==> config.mk <==
export PLATFORM = sky130hd
export DESIGN_NAME = anton_neopixel_rx
export DESIGN_NICKNAME = d
export VERILOG_FILES = /design/src/rtl/anton_neopixel_rx.sv
export SDC_FILE = /design/constraint.sdc
export NUM_CORES = 1
export LEC_CHECK = 0
export CORE_MARGIN = 2
export CORE_UTILIZATION = 62
export CTS_CLUSTER_SIZE = 8
export DETAILED_ROUTE_END_ITERATION = 10
export PLACE_DENSITY = 0.85
export SYNTH_ARGS = -nofsm -noshare
export SYNTH_HDL_FRONTEND = slang
export SYNTH_SLANG_ARGS = --single-unit
==> constraint.sdc <==
create_clock -name clk -period 4.8 [get_ports clk]
set_input_delay 0.48 -clock clk [delete_from_list [all_inputs] [get_ports clk]]
set_output_delay 0.48 -clock clk [all_outputs]
set_load 0.02 [all_outputs]
==> src/rtl/anton_neopixel_rx.sv <==
// NeoPixel single-wire receive decoder: classifies high-pulse widths into bits,
// assembles 24-bit {B,R,G} pixels and detects frame end from the latch low period.
module anton_neopixel_rx #(
    parameter int MIN_HIGH     = 1,
    parameter int BIT1_MIN     = 4,
    parameter int MAX_HIGH     = 7,
    parameter int RESET_CYCLES = 320,
    parameter int INDEX_BITS   = 13
) (
    input  logic                  clk,
    input  logic                  rstn,
    input  logic                  enable,
    input  logic                  neo_data_in,
    output logic [23:0]           pixel_data,
    output logic                  pixel_valid,
    output logic [INDEX_BITS-1:0] pixel_index,
    output logic                  frame_done,
    output logic                  err_glitch,
    output logic                  err_partial,
    output logic                  err_overflow
);

    localparam int HW = $clog2(MAX_HIGH + 2);
    localparam int LW = $clog2(RESET_CYCLES + 1);

    localparam logic [HW-1:0] H_MAX  = HW'(MAX_HIGH);
    localparam logic [HW-1:0] H_MIN  = HW'(MIN_HIGH);
    localparam logic [HW-1:0] H_ONE  = HW'(BIT1_MIN);
    localparam logic [LW-1:0] L_END  = LW'(RESET_CYCLES);
    localparam logic [LW-1:0] L_PRE  = LW'(RESET_CYCLES - 1);
    localparam logic [4:0]    LAST_B = 5'd23;

    typedef enum logic [1:0] {
        RESYNC = 2'd0,
        LOW    = 2'd1,
        HIGH   = 2'd2
    } state_e;

    state_e                state_q, state_d;
    logic                  s1_q, s2_q, s3_q;
    logic [HW-1:0]         high_cnt_q, high_cnt_d;
    logic [LW-1:0]         low_cnt_q, low_cnt_d;
    logic [4:0]            bit_cnt_q, bit_cnt_d;
    logic [INDEX_BITS-1:0] pix_cnt_q, pix_cnt_d;
    logic [23:0]           shift_q, shift_d;
    logic                  got_bit_q, got_bit_d;
    logic [23:0]           pixel_data_q, pixel_data_d;
    logic [INDEX_BITS-1:0] pixel_index_q, pixel_index_d;
    logic                  pixel_valid_q, pixel_valid_d;
    logic                  frame_done_q, frame_done_d;
    logic                  err_glitch_q, err_glitch_d;
    logic                  err_partial_q, err_partial_d;
    logic                  err_overflow_q, err_overflow_d;

    logic                  rise, fall;
    logic                  low_reach;
    logic                  hi_over, hi_short;
    logic                  bit_val;
    logic [LW-1:0]         low_inc;

    assign rise      = s2_q & ~s3_q;
    assign fall      = ~s2_q & s3_q;
    assign low_reach = ~s2_q && (low_cnt_q == L_PRE);
    assign hi_over   = s2_q && (high_cnt_q >= H_MAX);
    assign hi_short  = high_cnt_q < H_MIN;
    assign bit_val   = high_cnt_q >= H_ONE;
    assign low_inc   = (low_cnt_q == L_END) ? low_cnt_q : low_cnt_q + LW'(1);

    always_ff @(posedge clk or negedge rstn) begin
        if (!rstn) begin
            state_q        <= RESYNC;
            s1_q           <= 1'b0;
            s2_q           <= 1'b0;
            s3_q           <= 1'b0;
            high_cnt_q     <= '0;
            low_cnt_q      <= '0;
            bit_cnt_q      <= '0;
            pix_cnt_q      <= '0;
            shift_q        <= '0;
            got_bit_q      <= 1'b0;
            pixel_data_q   <= '0;
            pixel_index_q  <= '0;
            pixel_valid_q  <= 1'b0;
            frame_done_q   <= 1'b0;
            err_glitch_q   <= 1'b0;
            err_partial_q  <= 1'b0;
            err_overflow_q <= 1'b0;
        end else begin
            state_q        <= state_d;
            s1_q           <= neo_data_in;
            s2_q           <= s1_q;
            s3_q           <= s2_q;
            high_cnt_q     <= high_cnt_d;
            low_cnt_q      <= low_cnt_d;
            bit_cnt_q      <= bit_cnt_d;
            pix_cnt_q      <= pix_cnt_d;
            shift_q        <= shift_d;
            got_bit_q      <= got_bit_d;
            pixel_data_q   <= pixel_data_d;
            pixel_index_q  <= pixel_index_d;
            pixel_valid_q  <= pixel_valid_d;
            frame_done_q   <= frame_done_d;
            err_glitch_q   <= err_glitch_d;
            err_partial_q  <= err_partial_d;
            err_overflow_q <= err_overflow_d;
        end
    end

    always_comb begin
        state_d = state_q;
        if (!enable) begin
            state_d = RESYNC;
        end else begin
            unique case (state_q)
                RESYNC: if (low_reach) state_d = LOW;
                LOW:    if (rise) state_d = HIGH;
                HIGH: begin
                    if (hi_over || (fall && hi_short)) begin
                        state_d = RESYNC;
                    end else if (fall) begin
                        state_d = LOW;
                    end
                end
                default: state_d = RESYNC;
            endcase
        end
    end

    always_comb begin
        high_cnt_d     = high_cnt_q;
        low_cnt_d      = low_cnt_q;
        bit_cnt_d      = bit_cnt_q;
        pix_cnt_d      = pix_cnt_q;
        shift_d        = shift_q;
        got_bit_d      = got_bit_q;
        pixel_data_d   = pixel_data_q;
        pixel_index_d  = pixel_index_q;
        pixel_valid_d  = 1'b0;
        frame_done_d   = 1'b0;
        err_glitch_d   = 1'b0;
        err_partial_d  = 1'b0;
        err_overflow_d = 1'b0;

        if (!enable) begin
            high_cnt_d = '0;
            low_cnt_d  = '0;
            bit_cnt_d  = '0;
            pix_cnt_d  = '0;
            got_bit_d  = 1'b0;
        end else begin
            unique case (state_q)
                RESYNC: begin
                    low_cnt_d = s2_q ? '0 : low_inc;
                    if (low_reach) begin
                        bit_cnt_d = '0;
                        pix_cnt_d = '0;
                        got_bit_d = 1'b0;
                    end
                end
                LOW: begin
                    if (rise) begin
                        high_cnt_d = HW'(1);
                        low_cnt_d  = '0;
                    end else if (!s2_q) begin
                        low_cnt_d = low_inc;
                        // frame end: partial pixel is dropped, index restarts
                        if (low_reach) begin
                            frame_done_d  = got_bit_q;
                            err_partial_d = bit_cnt_q != '0;
                            bit_cnt_d     = '0;
                            pix_cnt_d     = '0;
                            got_bit_d     = 1'b0;
                        end
                    end
                end
                HIGH: begin
                    if (hi_over || (fall && hi_short)) begin
                        err_glitch_d = 1'b1;
                        high_cnt_d   = '0;
                        low_cnt_d    = '0;
                        bit_cnt_d    = '0;
                    end else if (fall) begin
                        shift_d[bit_cnt_q] = bit_val;
                        low_cnt_d          = LW'(1);
                        got_bit_d          = 1'b1;
                        if (bit_cnt_q == LAST_B) begin
                            pixel_data_d   = shift_d;
                            pixel_index_d  = pix_cnt_q;
                            pixel_valid_d  = 1'b1;
                            bit_cnt_d      = '0;
                            pix_cnt_d      = pix_cnt_q + INDEX_BITS'(1);
                            err_overflow_d = &pix_cnt_q;
                        end else begin
                            bit_cnt_d = bit_cnt_q + 5'd1;
                        end
                    end else if (s2_q) begin
                        high_cnt_d = high_cnt_q + HW'(1);
                    end
                end
                default: begin
                    low_cnt_d = '0;
                end
            endcase
        end
    end

    assign pixel_data   = pixel_data_q;
    assign pixel_valid  = pixel_valid_q;
    assign pixel_index  = pixel_index_q;
    assign frame_done   = frame_done_q;
    assign err_glitch   = err_glitch_q;
    assign err_partial  = err_partial_q;
    assign err_overflow = err_overflow_q;

endmodule
==> impl_metrics.py, run 1 <==
metrics = {
    "outcome": {
        "outcome": "complete, no violations",
    },
    "logic_synthesis": {
        "ys_warn_count": 0,
        "ys_seq_elements": 102,
        "ys.flop_type": "dfrtp_1",
        "ys_async_sr_fraction": 1.00,
        "synth-seq-area-share": 0.514,
        "ys_types": 54,
        "netlist.area_leader.share": 0.514,
        "synth_largest_area_cell": "dfrtp_1",
        "yosys-top-cells-area": "dfrtp_1, nand2_1, o21ai_0",
        "syn_inst": 539,
        "synth_area_sq_um": 4970,
        "synth.avg_cell_area_sq_um": 9.22,
        "syn_nets": 552,
        "synth_edf_count": 0,
    },
    "detailed_routing": {
        "detail-route-antenna-nets": 0,
        "met2_length_mm": 5.16,
        "wire_per_inst_um": 16.0,
        "drc": 0,
        "vias": 4187,
        "dr.pass1.iters": 5,
        "dr.max_layer_used": "met4",
        "viasPerCell": 6.26,
        "routed_wl_mm": 10.7,
        "drt_iter0_drc": 321,
        "drt-met1-wl_mm": 4.81,
        "dr_wl_met3_um": 572,
    },
    "finish": {
        "final_cells": 669,
        "nets": 575,
        "multi_input_area_sq_um": 2210,
        "drive_above_1_share": 0.0511,
        "area_delta_synth_final_pct": 13.5,
        "antenna_cells": 0,
        "final-seq-area_sq_um": 2550,
        "fillers": 577,
    },
    "grt": {
        "grt_pass1_wl_mm": 18.5,
        "grt_max_degree": 61,
        "gr-total-overflow": 0,
        "antenna_found_initial": 0,
        "grt_use_total": 0.264,
        "first_global_vias": 3885,
    },
    "floorplan": {
        "ios": 46,
        "start_util": 0.643,
        "fp.dieArea_sq_um": 8750,
        "fp.dieH_um": 93.5,
        "die_x_um": 93.5,
        "core_sq_um": 7730,
        "row_count": 32,
    },
    "critical_path": {
        "worstPathArrival_ps": 3130,
        "critPathSlowestCell": "a211oi_4",
        "r2r_slack_ps": 1920,
        "start_kind": "input port",
        "path_max_fanout": 22,
        "cp.depth": 7,
        "crit_path_max_incr_delay_ps": 890,
        "crit_family": "compound AO/OA/AOI/OAI gates",
        "r2r-end": "pix_cnt_q[7]$_DFFE_PN0P_",
        "regToRegStartpoint": "high_cnt_q[2]$_DFFE_PN0P_",
        "crit_chain": "clkdlybuf4s50_1 > nand3b_1 > a211oi_4 > buf_4 > nand3_1 > nand2_1 > o21ai_0",
        "cp_num_buf_inv": 2,
        "crit_required_ps": 5000,
        "endpoint_kind": "flip-flop",
        "reg2reg_depth": 5,
        "path_class": "in2reg",
    },
    "cts": {
        "clk_pin_slew_ps": 90,
        "cts-resized-gates": 0,
        "cts_buffers": 9,
        "clockBufferDepth": 2,
        "cts.sink_count": 102,
        "cts_hold_buf": 0,
        "htreeDepth": 3,
        "cts_tree": "done",
        "clock_latency_ps": 370,
        "root_buffer": "clkbuf_8",
        "post-cts-setup-buffers": 0,
    },
    "placed_design": {
        "portBuffers": 45,
        "placedCellCount": 653,
        "place.gp.congestion": 0.850,
        "dp_hpwl_mm": 7.01,
    },
    "timing": {
        "hold_viol": 0,
        "fin_crit_sh": 0.612,
        "setup_viol": 0,
        "clock_skew_ps": 17.2,
        "slew_headroom": 0.268,
        "rsz0062_at_grt": "no",
        "slew_viol_final": 0,
        "max_freq_mhz": 341,
        "layout_min_cycle_time_ps": 2940,
        "fin_tns_setup_ps": 0,
        "hold_ws_ps": 168,
        "tightest_slew_ps": 1100,
    },
    "pwr": {
        "p_leak_nw": 2.57,
        "ir_worst_vdd_v": 0.000171,
        "power_density_nw_per_um2": 260,
    },
    "hold_path": {
        "hp-class": "in2async",
    },
    "flow_run": {
        "drv_cap": 0,
    },
}
## kinds of logic after synthesis
family | count (synthesis) | synth area share
AND/OR/NAND/NOR | 190 | 0.176
AO/OA/AOI/OAI | 183 | 0.238
flip-flops | 102 | 0.514
buffers and inverters | 53 | 0.0448
adder cells (fa/ha/maj) | 9 | 0.0227
multiplexers | 2 | 0.00403
## per-stage QoR
step	area (sq um)	setup WS (ps)	util	power [mW]
after CTS	5640	1910	0.730	1.48
after global placement	5440	1610	0.703	0.921
after floorplan	4970	2580	-	0.897
after detailed placement	5440	1550	0.703	0.922
final	5640	1860	0.730	1.47
after global routing	5640	1660	0.730	1.52
## synth_stat cells, types with 5 or more instances
master	instances
nor2b_1	5
ha_1	9
dfrtp_1	102
nand2_1	91
a31oi_1	22
and3_1	6
o21ai_0	45
nand3_1	26
inv_1	15
clkbuf_1	31
a41oi_1	12
a21o_1	18
a311oi_1	15
a21oi_1	44
nor2_1	29
nor3_1	10
## worst max path at each step
stage                     slack (ps)                      start                          to
final                           1860                     enable     shift_q[16]$_DFFE_PN0P_
after global placement          1610                     enable     shift_q[16]$_DFFE_PN0P_
after floorplan                 2580  high_cnt_q[0]$_DFFE_PN0P_  pixel_data[21]$_DFFE_PN0P_
after global routing            1660                     enable     shift_q[16]$_DFFE_PN0P_
after detailed placement        1550                     enable     shift_q[16]$_DFFE_PN0P_
after CTS                       1910                     enable     shift_q[16]$_DFFE_PN0P_
## layer usage
metal | vias up | global-route usage
li1 | 2000 | -
met1 | 2038 | 0.372
met2 | 139 | 0.421
met3 | 10 | 0.0483
met4 | 0 | 0.0785
met5 | - | 0
## cell usage in the layout, fill, tap and decap left out, types with 2 or more instances in the layout
master and count:
mux2i_1 2, nand4_1 3, nor2b_1 5, o31ai_1 3, clkdlybuf4s50_1 44, inv_1 15
clkbuf_8 10, o41ai_1 2, o21a_1 3, nor3_1 10, a311oi_1 15, and4_1 2
clkinvlp_4 2, a211o_1 2, nor2_1 28, o21ai_0 45, a21oi_1 44, or3_1 3
nand3_1 26, and3_1 6, ha_1 9, dfrtp_1 102, a31oi_1 22, buf_4 6
nand2_1 91, a211oi_1 2, a2111oi_0 2, a21o_1 18, nand2b_1 2, a41oi_1 12
nand3b_1 3
## cell type report
class | count | share of cell area
Timing Repair Buffer | 50 | 0.0860
Multi-Input combinational cell | 384 | 0.392
Sequential cell | 102 | 0.452
Clock inverter | 6 | 0.0124
Inverter | 15 | 0.00998
Tap cell | 102 | 0.0226
Clock buffer | 10 | 0.0244
## flip-flops by register name, summed over array words and instances (netlist names), 2 cells and up
signal / flops
bit_cnt_q: 5
high_cnt_q: 4
low_cnt_q: 9
pix_cnt_q: 13
pixel_data: 24
pixel_index: 13
shift_q: 23
state_q: 2
## power breakdown
part           internal [mW]  switching, mW  total (mW)  leakage (nW)
sequential             0.861        0.00485       0.865          1.42
clock                  0.259          0.305       0.564         0.100
combinational        0.00875         0.0303      0.0390          1.05
total                   1.13          0.340        1.47          2.57
Note: power is estimated with default switching activity, not from simulation.
==> inputs of run 2 (changes only) <==
--- a/config.mk
+++ b/config.mk
@@ -6,10 +6,10 @@
 export NUM_CORES = 1
 export LEC_CHECK = 0
 export CORE_MARGIN = 2
-export CORE_UTILIZATION = 62
+export CORE_UTILIZATION = 52
 export CTS_CLUSTER_SIZE = 8
 export DETAILED_ROUTE_END_ITERATION = 10
-export PLACE_DENSITY = 0.85
+export PLACE_DENSITY = 0.76
 export SYNTH_ARGS = -nofsm -noshare
 export SYNTH_HDL_FRONTEND = slang
 export SYNTH_SLANG_ARGS = --single-unit
==> constraint.sdc (replaced) <==
create_clock -name clk -period 2.7 [get_ports clk]
set_input_delay 0.27 -clock clk [delete_from_list [all_inputs] [get_ports clk]]
set_output_delay 0.27 -clock clk [all_outputs]
set_load 0.02 [all_outputs]
==> run 2 against run 1 <==
  * Clock-buffer cell count is 1 higher
  * First-iteration DRC count is 13% lower
  * Sequential share of layout area is 0.88 points lower
  * Global-route usage is 4.4 points lower
  * Critical path type is now reg2reg
  * Largest power group unchanged
==> impl_metrics.py, run 2 (synthesis results as in run 1) <==
metrics = {
    "critical_path": {
        "crit_required_ps": 3020,
        "crit_path_max_incr_delay_ps": 790,
        "crit_family": "compound AO/OA/AOI/OAI gates",
        "crit_path_frequent_cell": "a21o_1",
        "critPathSlowestCell": "or4_4",
        "crit_chain": "ha_1 > a21o_1 > a32o_2 > or4_4 > a311oi_1 > a21o_1",
        "start_kind": "flip-flop",
        "path_class": "reg2reg",
        "cp_num_buf_inv": 0,
        "endpoint_kind": "flip-flop",
        "worstPathArrival_ps": 2800,
        "path_max_fanout": 51,
    },
    "detailed_routing": {
        "wire_per_inst_um": 15.1,
        "viasPerCell": 5.93,
        "vias": 4211,
        "dr.pass1.iters": 4,
        "drc": 0,
        "detail-route-antenna-nets": 0,
        "drt_iter0_drc": 278,
        "routed_wl_mm": 10.7,
    },
    "timing": {
        "max_freq_mhz": 402,
        "fin_tns_setup_ps": 0,
        "setup_slack_ps": 214,
        "slew_headroom": 0.520,
        "clock_skew_ps": 17.7,
        "slew_viol_final": 0,
        "layout_min_cycle_time_ps": 2490,
        "rsz0062_at_grt": "no",
        "hold_viol": 0,
        "tightest_slew_ps": 717,
        "setup_viol": 0,
        "fin_crit_sh": 0.921,
    },
    "finish": {
        "area_delta_synth_final_pct": 15.8,
        "antenna_cells": 0,
        "final_common_cell": "dfrtp_1",
        "drive_above_1_share": 0.0688,
        "nets": 589,
        "largest_register_ffs": 24,
        "mostFrequentLayoutCells": "dfrtp_1, nand2_1, o21ai_0",
    },
    "grt": {
        "grt_max_degree": 56,
        "grt_use_total": 0.220,
        "first_global_vias": 3795,
        "gr-total-overflow": 0,
        "grt_pass1_wl_mm": 18.1,
        "antenna_found_initial": 0,
    },
    "pwr": {
        "pwr-share-seq": 0.620,
        "combinationalPowerShare": 0.032,
        "p_int_mw": 1.89,
        "clkPwrFrac": 0.348,
        "swShare": 0.238,
        "ir_worst_vdd_v": 0.000219,
        "p_leak_nw": 2.62,
        "power_density_nw_per_um2": 431,
        "p_switching_mw": 0.590,
    },
    "cts": {
        "root_buffer": "clkbuf_8",
        "clock_latency_ps": 370,
        "post-cts-setup-buffers": 0,
        "cts-resized-gates": 0,
        "cts_tree": "done",
        "cts_buffers": 9,
        "cts.sink_count": 102,
        "clockBufferDepth": 2,
        "clk_pin_slew_ps": 100,
        "htreeDepth": 3,
    },
    "placed_design": {
        "preCtsSetupSlack_ps": 215,
        "portBuffers": 45,
        "place.gp.congestion": 0.862,
        "dp_hpwl_mm": 7.13,
    },
    "hold_path": {
        "hp-class": "in2reg",
    },
    "floorplan": {
        "fp.dieArea_sq_um": 10400,
        "row_count": 35,
        "ios": 46,
        "core_sq_um": 9240,
        "fp.dieH_um": 102,
        "start_util": 0.538,
        "die_x_um": 102,
    },
    "outcome": {
        "outcome": "complete, no violations",
    },
    "flow_run": {
        "drv_cap": 0,
    },
}
[run 2: cell types whose count changed in the layout (fill, tap and decap cells not counted), sizes merged]
cell | previous run | this run
buf | 6 | 19
bufinv | 1 | 0
clkbuf | 10 | 11
dlygate4sd3 | 0 | 1
[run 2: layer usage]
layer | global-route usage | vias to the layer above | part of all wire
li1 | - | 2027 | -
met1 | 0.314 | 2041 | 0.47
met2 | 0.337 | 128 | 0.47
met3 | 0.0366 | 15 | 0.044
met4 | 0.0842 | 0 | 0.017
met5 | 0 | - | 0
[run 2: what timing repair did]
action	in CTS	in global routing
endpoints found under the setup margin	0	0
hold endpoints to repair	47	0
hold buffers	1	0
[run 2: layout make-up]
cell class                      count  area (sq um)
Tap cell                          129           161
Clock inverter                      5          33.8
Sequential cell                   102          2550
Fill cell                         775          3490
Inverter                           15          56.3
Timing Repair Buffer               64           606
Clock buffer                       11           131
Multi-Input combinational cell    384          2210
[run 2: final timing paths]
| check | startpoint | to | slack, ps | cells past startpoint |
|---|---|---|---|---|
| setup / recovery | high_cnt_q[0]$_DFFE_PN0P_ | pixel_data[22]$_DFFE_PN0P_ | 210 | 6 |
| min in group asynchronous | rstn | low_cnt_q[5]$_DFFE_PN0P_ | 440 | 2 |
| hold reg to reg | s1_q$_DFF_PN0_ | s2_q$_DFF_PN0_ | 360 | 0 |
| setup reg to reg | high_cnt_q[0]$_DFFE_PN0P_ | pixel_data[22]$_DFFE_PN0P_ | 210 | 6 |
| hold / removal | neo_data_in | s1_q$_DFF_PN0_ | 340 | 1 |
| max in group asynchronous | rstn | shift_q[7]$_DFFE_PN0P_ | 1560 | 3 |
[run 2: stage by stage]
| step | hold slack (ps) | utilization | std cells | instance area, sq um | power (mW) |
|---|---|---|---|---|---|
| finish | 340 | 0.623 | 710 | 5750 | 2.48 |
| global route | 337 | 0.623 | 710 | 5750 | 2.57 |
| CTS | 341 | 0.623 | 710 | 5750 | 2.49 |
| detailed placement | 322 | 0.604 | 693 | 5580 | 1.65 |
| global placement | 315 | 0.604 | 693 | 5580 | 1.64 |
| floorplan | -25.6 | - | 539 | 4970 | 1.60 |
[run 2: power by group through the flow]
| stage | Sequential, mW | Clock [mW] | Combinational [mW] |
|---|---|---|---|
| after floorplan | 1.56 | 0 | 0.0308 |
| after global placement | 1.57 | 0 | 0.0776 |
| after detailed placement | 1.57 | 0 | 0.0793 |
| after CTS | 1.54 | 0.876 | 0.0811 |
| after global routing | 1.54 | 0.938 | 0.0916 |
| final | 1.54 | 0.862 | 0.0785 |
